`src/rtl/ysyx_22041071_axi_r_burst.sv`:
```
// CPU line read -> one AXI4 INCR read burst, assembled into a line buffer and returned with a merged response.
// Define YSYX_22041071_AXI_R_TIMEOUT_EN to add a stall watchdog that forces an error response.
module ysyx_22041071_axi_r_burst #(
  parameter int DATA_W    = 64,
  parameter int ADDR_W    = 64,
  parameter int ID_W      = 4,
  parameter int MAX_BEATS = 8,
  parameter int TIMEOUT   = 256
) (
  input  logic                        clk,
  input  logic                        reset_n,
  input  logic                        req_valid,
  output logic                        req_ready,
  input  logic [ID_W-1:0]             req_id,
  input  logic [ADDR_W-1:0]           req_addr,
  input  logic [7:0]                  req_len,
  input  logic [2:0]                  req_size,
  output logic                        rsp_valid,
  input  logic                        rsp_ready,
  output logic [DATA_W*MAX_BEATS-1:0] rsp_data,
  output logic [1:0]                  rsp_resp,
  output logic                        axi_ar_valid,
  input  logic                        axi_ar_ready,
  output logic [ID_W-1:0]             axi_ar_id,
  output logic [ADDR_W-1:0]           axi_ar_addr,
  output logic [7:0]                  axi_ar_len,
  output logic [2:0]                  axi_ar_size,
  output logic [1:0]                  axi_ar_burst,
  output logic [2:0]                  axi_ar_prot,
  output logic [3:0]                  axi_ar_cache,
  output logic [3:0]                  axi_ar_qos,
  output logic [3:0]                  axi_ar_region,
  output logic                        axi_ar_lock,
  input  logic                        axi_r_valid,
  output logic                        axi_r_ready,
  input  logic [DATA_W-1:0]           axi_r_data,
  input  logic [1:0]                  axi_r_resp,
  input  logic                        axi_r_last,
  input  logic [ID_W-1:0]             axi_r_id
);

  localparam int BYTES = DATA_W / 8;
  localparam int OFF_W = $clog2(BYTES);
  localparam int CNT_W = 9;

  typedef enum logic [1:0] {IDLE, ADDR, DATA, RESP} state_t;

  state_t             state;
  logic [CNT_W-1:0]   beat_cnt;
  logic [OFF_W-1:0]   cap_off;
  logic [2:0]         cap_size;
  logic [DATA_W-1:0]  beat_data;
  logic [DATA_W-1:0]  size_mask;
  logic [1:0]         merged_resp;
  logic               beat_err;
  logic               len_too_long;
  logic               wd_expire;

  assign req_ready     = (state == IDLE);
  assign axi_ar_valid  = (state == ADDR);
  assign axi_r_ready   = (state == DATA);
  assign rsp_valid     = (state == RESP);
  assign axi_ar_prot   = '0;
  assign axi_ar_cache  = '0;
  assign axi_ar_qos    = '0;
  assign axi_ar_region = '0;
  assign axi_ar_lock   = 1'b0;

  assign len_too_long = ({1'b0, req_len} >= CNT_W'(MAX_BEATS));
  assign beat_err = (axi_r_id != axi_ar_id)
                 || ( axi_r_last && (beat_cnt <  {1'b0, axi_ar_len}))
                 || (!axi_r_last && (beat_cnt >= {1'b0, axi_ar_len}));

  // NOTE: every variable of an always_comb is assigned before any condition so no latch is inferred.
  always_comb begin
    for (int i = 0; i < BYTES; i++)
      size_mask[i*8 +: 8] = (i < (1 << cap_size)) ? 8'hFF : 8'h00;
    // A single narrow beat is returned right-aligned and trimmed to its transfer size.
    beat_data = axi_r_data;
    if (axi_ar_len == 8'd0)
      beat_data = (axi_r_data >> {cap_off, 3'b000}) & size_mask;
    merged_resp = (axi_r_resp > rsp_resp) ? axi_r_resp : rsp_resp;
    if (beat_err && (merged_resp < 2'b10))
      merged_resp = 2'b10;
  end

`ifdef YSYX_22041071_AXI_R_TIMEOUT_EN
  localparam int WD_W = $clog2(TIMEOUT + 1);
  logic [WD_W-1:0] wd_cnt;

  assign wd_expire = (wd_cnt == WD_W'(TIMEOUT - 1));

  always_ff @(posedge clk) begin
    if (!reset_n)
      wd_cnt <= '0;
    else if ((state == ADDR && !axi_ar_ready) || (state == DATA && !axi_r_valid))
      wd_cnt <= wd_expire ? '0 : wd_cnt + 1'b1;
    else
      wd_cnt <= '0;
  end
`else
  logic unused_timeout;
  assign unused_timeout = (TIMEOUT != 0);
  assign wd_expire      = 1'b0;
`endif

  // NOTE: sequential state uses non-blocking assignments only, so every flop samples pre-edge values.
  always_ff @(posedge clk) begin
    if (!reset_n) begin
      state        <= IDLE;
      beat_cnt     <= '0;
      // NOTE: the line buffer is plain flops, not a RAM, so resetting it is legal and cheap to reason about.
      rsp_data     <= '0;
      rsp_resp     <= '0;
      axi_ar_id    <= '0;
      axi_ar_addr  <= '0;
      axi_ar_len   <= '0;
      axi_ar_size  <= '0;
      axi_ar_burst <= '0;
      cap_off      <= '0;
      cap_size     <= '0;
    end else begin
      unique case (state)
        IDLE: if (req_valid) begin
          axi_ar_id    <= req_id;
          axi_ar_addr  <= {req_addr[ADDR_W-1:OFF_W], OFF_W'(0)};
          axi_ar_len   <= req_len;
          axi_ar_size  <= (req_len == 8'd0) ? req_size : 3'(OFF_W);
          axi_ar_burst <= 2'b01;
          cap_off      <= req_addr[OFF_W-1:0];
          cap_size     <= req_size;
          rsp_data     <= '0;
          if (len_too_long) begin
            state    <= RESP;
            rsp_resp <= 2'b10;
          end else begin
            state    <= ADDR;
            rsp_resp <= 2'b00;
          end
        end
        ADDR: if (axi_ar_ready) begin
          state    <= DATA;
          beat_cnt <= '0;
          rsp_data <= '0;
          rsp_resp <= 2'b00;
        end else if (wd_expire) begin
          state    <= RESP;
          rsp_resp <= 2'b11;
        end
        DATA: if (axi_r_valid) begin
          // Beats past the last slot are still handshaken but dropped.
          for (int k = 0; k < MAX_BEATS; k++)
            if (beat_cnt == CNT_W'(k))
              rsp_data[k*DATA_W +: DATA_W] <= beat_data;
          if (beat_cnt != '1)
            beat_cnt <= beat_cnt + 1'b1;
          rsp_resp <= merged_resp;
          if (axi_r_last)
            state <= RESP;
        end else if (wd_expire) begin
          state    <= RESP;
          rsp_resp <= 2'b11;
        end
        RESP: if (rsp_ready)
          state <= IDLE;
        default: state <= IDLE;
      endcase
    end
  end

endmodule

```
`config.mk`:
```
export PLATFORM = sky130hd
export DESIGN_NAME = ysyx_22041071_axi_r_burst
export DESIGN_NICKNAME = d
export VERILOG_FILES = /design/src/rtl/ysyx_22041071_axi_r_burst.sv
export SDC_FILE = /design/constraint.sdc
export NUM_CORES = 1
export LEC_CHECK = 0
export ABC_AREA = 1
export CELL_PAD_IN_SITES_DETAIL_PLACEMENT = 1
export CELL_PAD_IN_SITES_GLOBAL_PLACEMENT = 1
export CORE_AREA = 2 2 299 301
export DETAILED_ROUTE_END_ITERATION = 6
export DIE_AREA = 0 0 301 303
export DONT_BUFFER_PORTS = 1
export PLACE_DENSITY_LB_ADDON = 0.15
export SLEW_MARGIN = 10
export SYNTH_ARGS = -nofsm -noshare
export SYNTH_HDL_FRONTEND = slang
export SYNTH_SLANG_ARGS = --single-unit
```
`constraint.sdc`:
```
create_clock -name clk -period 2.55 [get_ports clk]
set_input_delay 0.255 -clock clk [delete_from_list [all_inputs] [get_ports clk]]
set_output_delay 0.255 -clock clk [all_outputs]
set_load 0.02 [all_outputs]
```
==> flow_metrics.py, run 1 <==
metrics = {
    "global_route": {
        "overflow": 0,
        "grt_pass1_vias": 21725,
        "grt.total_usage": 0.2261,
        "antenna_found_initial": 8,
        "grt_first_pass_wirelength_mm": 153.5,
        "grt_max_degree": 593,
    },
    "cells_and_area": {
        "fin_nets": 3122,
        "drive_gt1_frac": 0.08520,
        "utilization": 0.3243,
        "fin_cells": 4162,
        "areaGrowthSynthToFinish_pct": 23.54,
    },
    "die": {
        "die_y_um": 303,
        "rows": 109,
        "io_pins": 771,
        "dieArea_um2": 91200,
        "coreArea_um2": 87970,
        "die_w_um": 301,
        "start_util": 0.2625,
    },
    "clocking": {
        "insertion_delay_ps": 630,
        "cts_tree": "done",
        "clk_path_buf_depth": 3,
        "clkTransAtPathRegs_ps": 60,
        "cts_max_level": 3,
        "cts_root_buffer": "clkbuf_16",
        "cts.sinks": 608,
        "cts_buffers": 71,
        "cts_setup_buffers": 0,
    },
    "run": {
        "maxCapViolCount": 0,
    },
    "timing": {
        "rsz0062_at_grt": "true",
        "worst_pin_slew_ps": 643.9,
        "post-route-min-period_ps": 2403,
        "finalHoldViolations": 39,
        "finalClockSkew_ps": 24.94,
        "setup_viol_count_final": 0,
        "max_freq_ghz": 0.4161,
        "fin_crit_sh": 0.9424,
        "slew-limit-headroom": 0.5707,
        "hold-worst-slack_ps": -93.68,
        "slew_viol_final": 0,
    },
    "worst_setup_path": {
        "start_kind": "flip-flop",
        "worstPathRequired_ps": 3090,
        "crit_type": "flip-flop to flip-flop",
        "cp_slowest_stage_delay_ps": 580,
        "crit_slowest_cell": "dlygate4sd3_1",
        "cp_data_arrival_time_ps": 2950,
        "critPathMaxFanout": 8,
        "end_kind": "flip-flop",
        "crit_chain": "inv_1 -> ha_4 -> nand2_1 -> nand2_2 -> nor3_4 -> inv_4 -> a21oi_4 -> buf_4 -> o21ai_0 -> dlygate4sd3_1 -> a21oi_1",
    },
    "synth": {
        "yosysTopAreaCell": "dfxtp_1",
        "syn_avg_cell_area_um2": 8.111,
        "yosys_warnings": 0,
        "syn_area_um2": 23090,
        "synth_top_area_frac": 0.5271,
        "yosys-top-cells-area": "dfxtp_1 (53%), o21ai_0 (13%), a21oi_1 (12%), nand2_1 (4.6%), nor2_1 (3.0%)",
        "async_flop_share": 0,
        "synthTopCellsByCount": "dfxtp_1 (608), o21ai_0 (585), a21oi_1 (576), nand2_1 (286), nor2_1 (185)",
        "synth_flop_cell": "dfxtp_1",
        "ys_types": 40,
        "post-synth-top-count-cell": "dfxtp_1",
        "yosysSeqAreaShare": 0.5271,
        "synth_seq_cells": 608,
        "synth_enable_flop_cells": 0,
        "syn_inst": 2847,
    },
    "power": {
        "peakVddDrop_uv": 635.0,
        "internal-power_mw": 23.20,
        "p_switching_mw": 19.75,
        "clockPowerShare": 0.237,
        "p_leak_nw": 10.72,
        "powerDensity_nw_per_um2": 1505,
        "p_comb_frac": 0.339,
        "seq_power_share": 0.424,
        "swShare": 0.4598,
    },
    "routing": {
        "viasPerCell": 5.144,
        "met1_length_mm": 42.30,
        "drtPass1Iterations": 5,
        "wl_met3_mm": 10.13,
        "highest_layer": "met5",
        "route.vias.total": 21410,
        "detail-route-antenna-nets": 0,
        "routed-wl-met2_mm": 52.54,
        "first_iter_violations": 1250,
        "wl_per_cell_um": 26.05,
        "drc": 0,
        "wl_mm": 108.4,
    },
    "min_path": {
        "hp-class": "input pin to flip-flop",
    },
    "status": {
        "violations": "negative hold slack",
        "status": "finished, violations left",
    },
    "placement": {
        "dp.cells": 3879,
        "portBuffers": 0,
        "gp_congestion": 0.8042,
        "hpwl_mm": 75.25,
    },
}
-- worst max-delay path, delay by kind of cell (launching register included) --
family          cells  cell delay, ps
flops               1             360
buf+inv             4            1000
fa+ha+maj           1             190
simple gates        3             430
compound gates      3             350
-- worst paths after layout --
| kind | from | endpoint | slack, ps | cells past startpoint |
|---|---|---|---|---|
| setup / recovery | state[0] | rsp_data[382] | 150 | 11 |
| hold / removal | reset_n | rsp_data[226] | -90 | 2 |
| setup reg to reg | state[0] | rsp_data[382] | 150 | 11 |
| hold reg to reg | cap_size[0] | cap_size[0] | 490 | 2 |
-- final cells by class --
type,instances,area [um^2]
flip-flops and latches,608,12180
inverters,69,261.5
repair buffers,277,2849
diodes,4,10.01
well taps,1165,1458
clock inverters,21,299.0
fillers,10238,59440
clock buffers,99,2013
multi-input cells,1919,9463
-- kinds of logic (layout without fill, tap and decap cells) --
kind of cell | count (synthesis) | count (layout) | synth area share
AOI/OAI and AO/OA | 1327 | 1327 | 0.2948
xor gates and xnor gates | 5 | 5 | 0.001897
adders and majority gates | 20 | 20 | 0.01084
buffers and inverters | 339 | 466 | 0.06979
DFF | 608 | 608 | 0.5271
other | 1 | 24 | 0.0001624
and+or+nand+nor | 547 | 547 | 0.09547
-- sequential cells by signal (all words and copies together), names as in the netlist --
name and flops:
axi_ar_addr 61, axi_ar_burst 1, axi_ar_id 4, axi_ar_len 8, axi_ar_size 3, beat_cnt 9
cap_off 3, cap_size 3, rsp_data 512, rsp_resp 2, state 2
-- power groups by stage --
| stage | sequential, mW | clock, mW | combinational [mW] |
|---|---|---|---|
| detailed placement | 18.4 | 0 | 14.3 |
| floorplan | 17.0 | 0 | 9.37 |
| CTS | 18.3 | 10.5 | 14.6 |
| global placement | 18.4 | 0 | 13.8 |
| global route | 18.5 | 10.8 | 16.3 |
| finish | 18.2 | 10.2 | 14.5 |
-- timing repair --
action / CTS / global route
resized for setup: 0 / 5
endpoints found under the setup margin: 0 / 23
hold buffers: 151 / 8
hold endpoints to repair: 596 / 169
-- layer usage --
| metal | vias up | global-route usage |
|---|---|---|
| li1 | 10033 | - |
| met1 | 10524 | 0.2551 |
| met2 | 662 | 0.3887 |
| met3 | 181 | 0.08965 |
| met4 | 10 | 0.07392 |
| met5 | - | 0 |
-- metrics by stage --
step	hold WS, ps	TNS [ps]	setup WS, ps	power, mW	instance area (um^2)
finish	-93.68	0	146.9	42.95	28530
global placement	425.0	0	237.8	32.23	24590
floorplan	420.3	0	552.8	26.41	23160
global route	-111.1	-16.33	-16.33	45.62	28520
detailed placement	433.7	0	158.8	32.71	24590
CTS	-238.1	0	37.18	43.38	28410
-- placed cells by master (no fill, tap or decap), types with 3 or more instances in the layout --
cell / count
nor2_1: 185
a21oi_1: 576
ha_1: 19
a211oi_1: 5
xor2_1: 3
buf_12: 28
clkbuf_16: 72
nand3_1: 52
inv_6: 3
clkbuf_1: 16
clkbuf_8: 11
a31oi_1: 3
nand4_1: 3
dlygate4sd3_1: 158
o21ai_1: 103
conb_1: 20
a21oi_4: 8
inv_1: 62
o31ai_1: 6
nand2_1: 284
nor3_1: 7
nand2_2: 3
o21ai_0: 585
buf_4: 89
bufinv_16: 5
dfxtp_2: 3
o211ai_1: 33
inv_2: 5
dfxtp_1: 605
clkinv_2: 8
diode_2: 4
(Power assumes the default switching activity.)
==> run 2: changes to the inputs <==
SKIP_LAST_GASP = 1   (was default)
==> results of run 2 <==
Final layout, timing and power as in run 1 (identical DEF).
==> run 3: changes to the inputs <==
CAP_MARGIN = 15   (was default)
SKIP_LAST_GASP = default   (was 1)
==> results of run 3 <==
Final layout, timing and power as in run 1 (identical DEF).
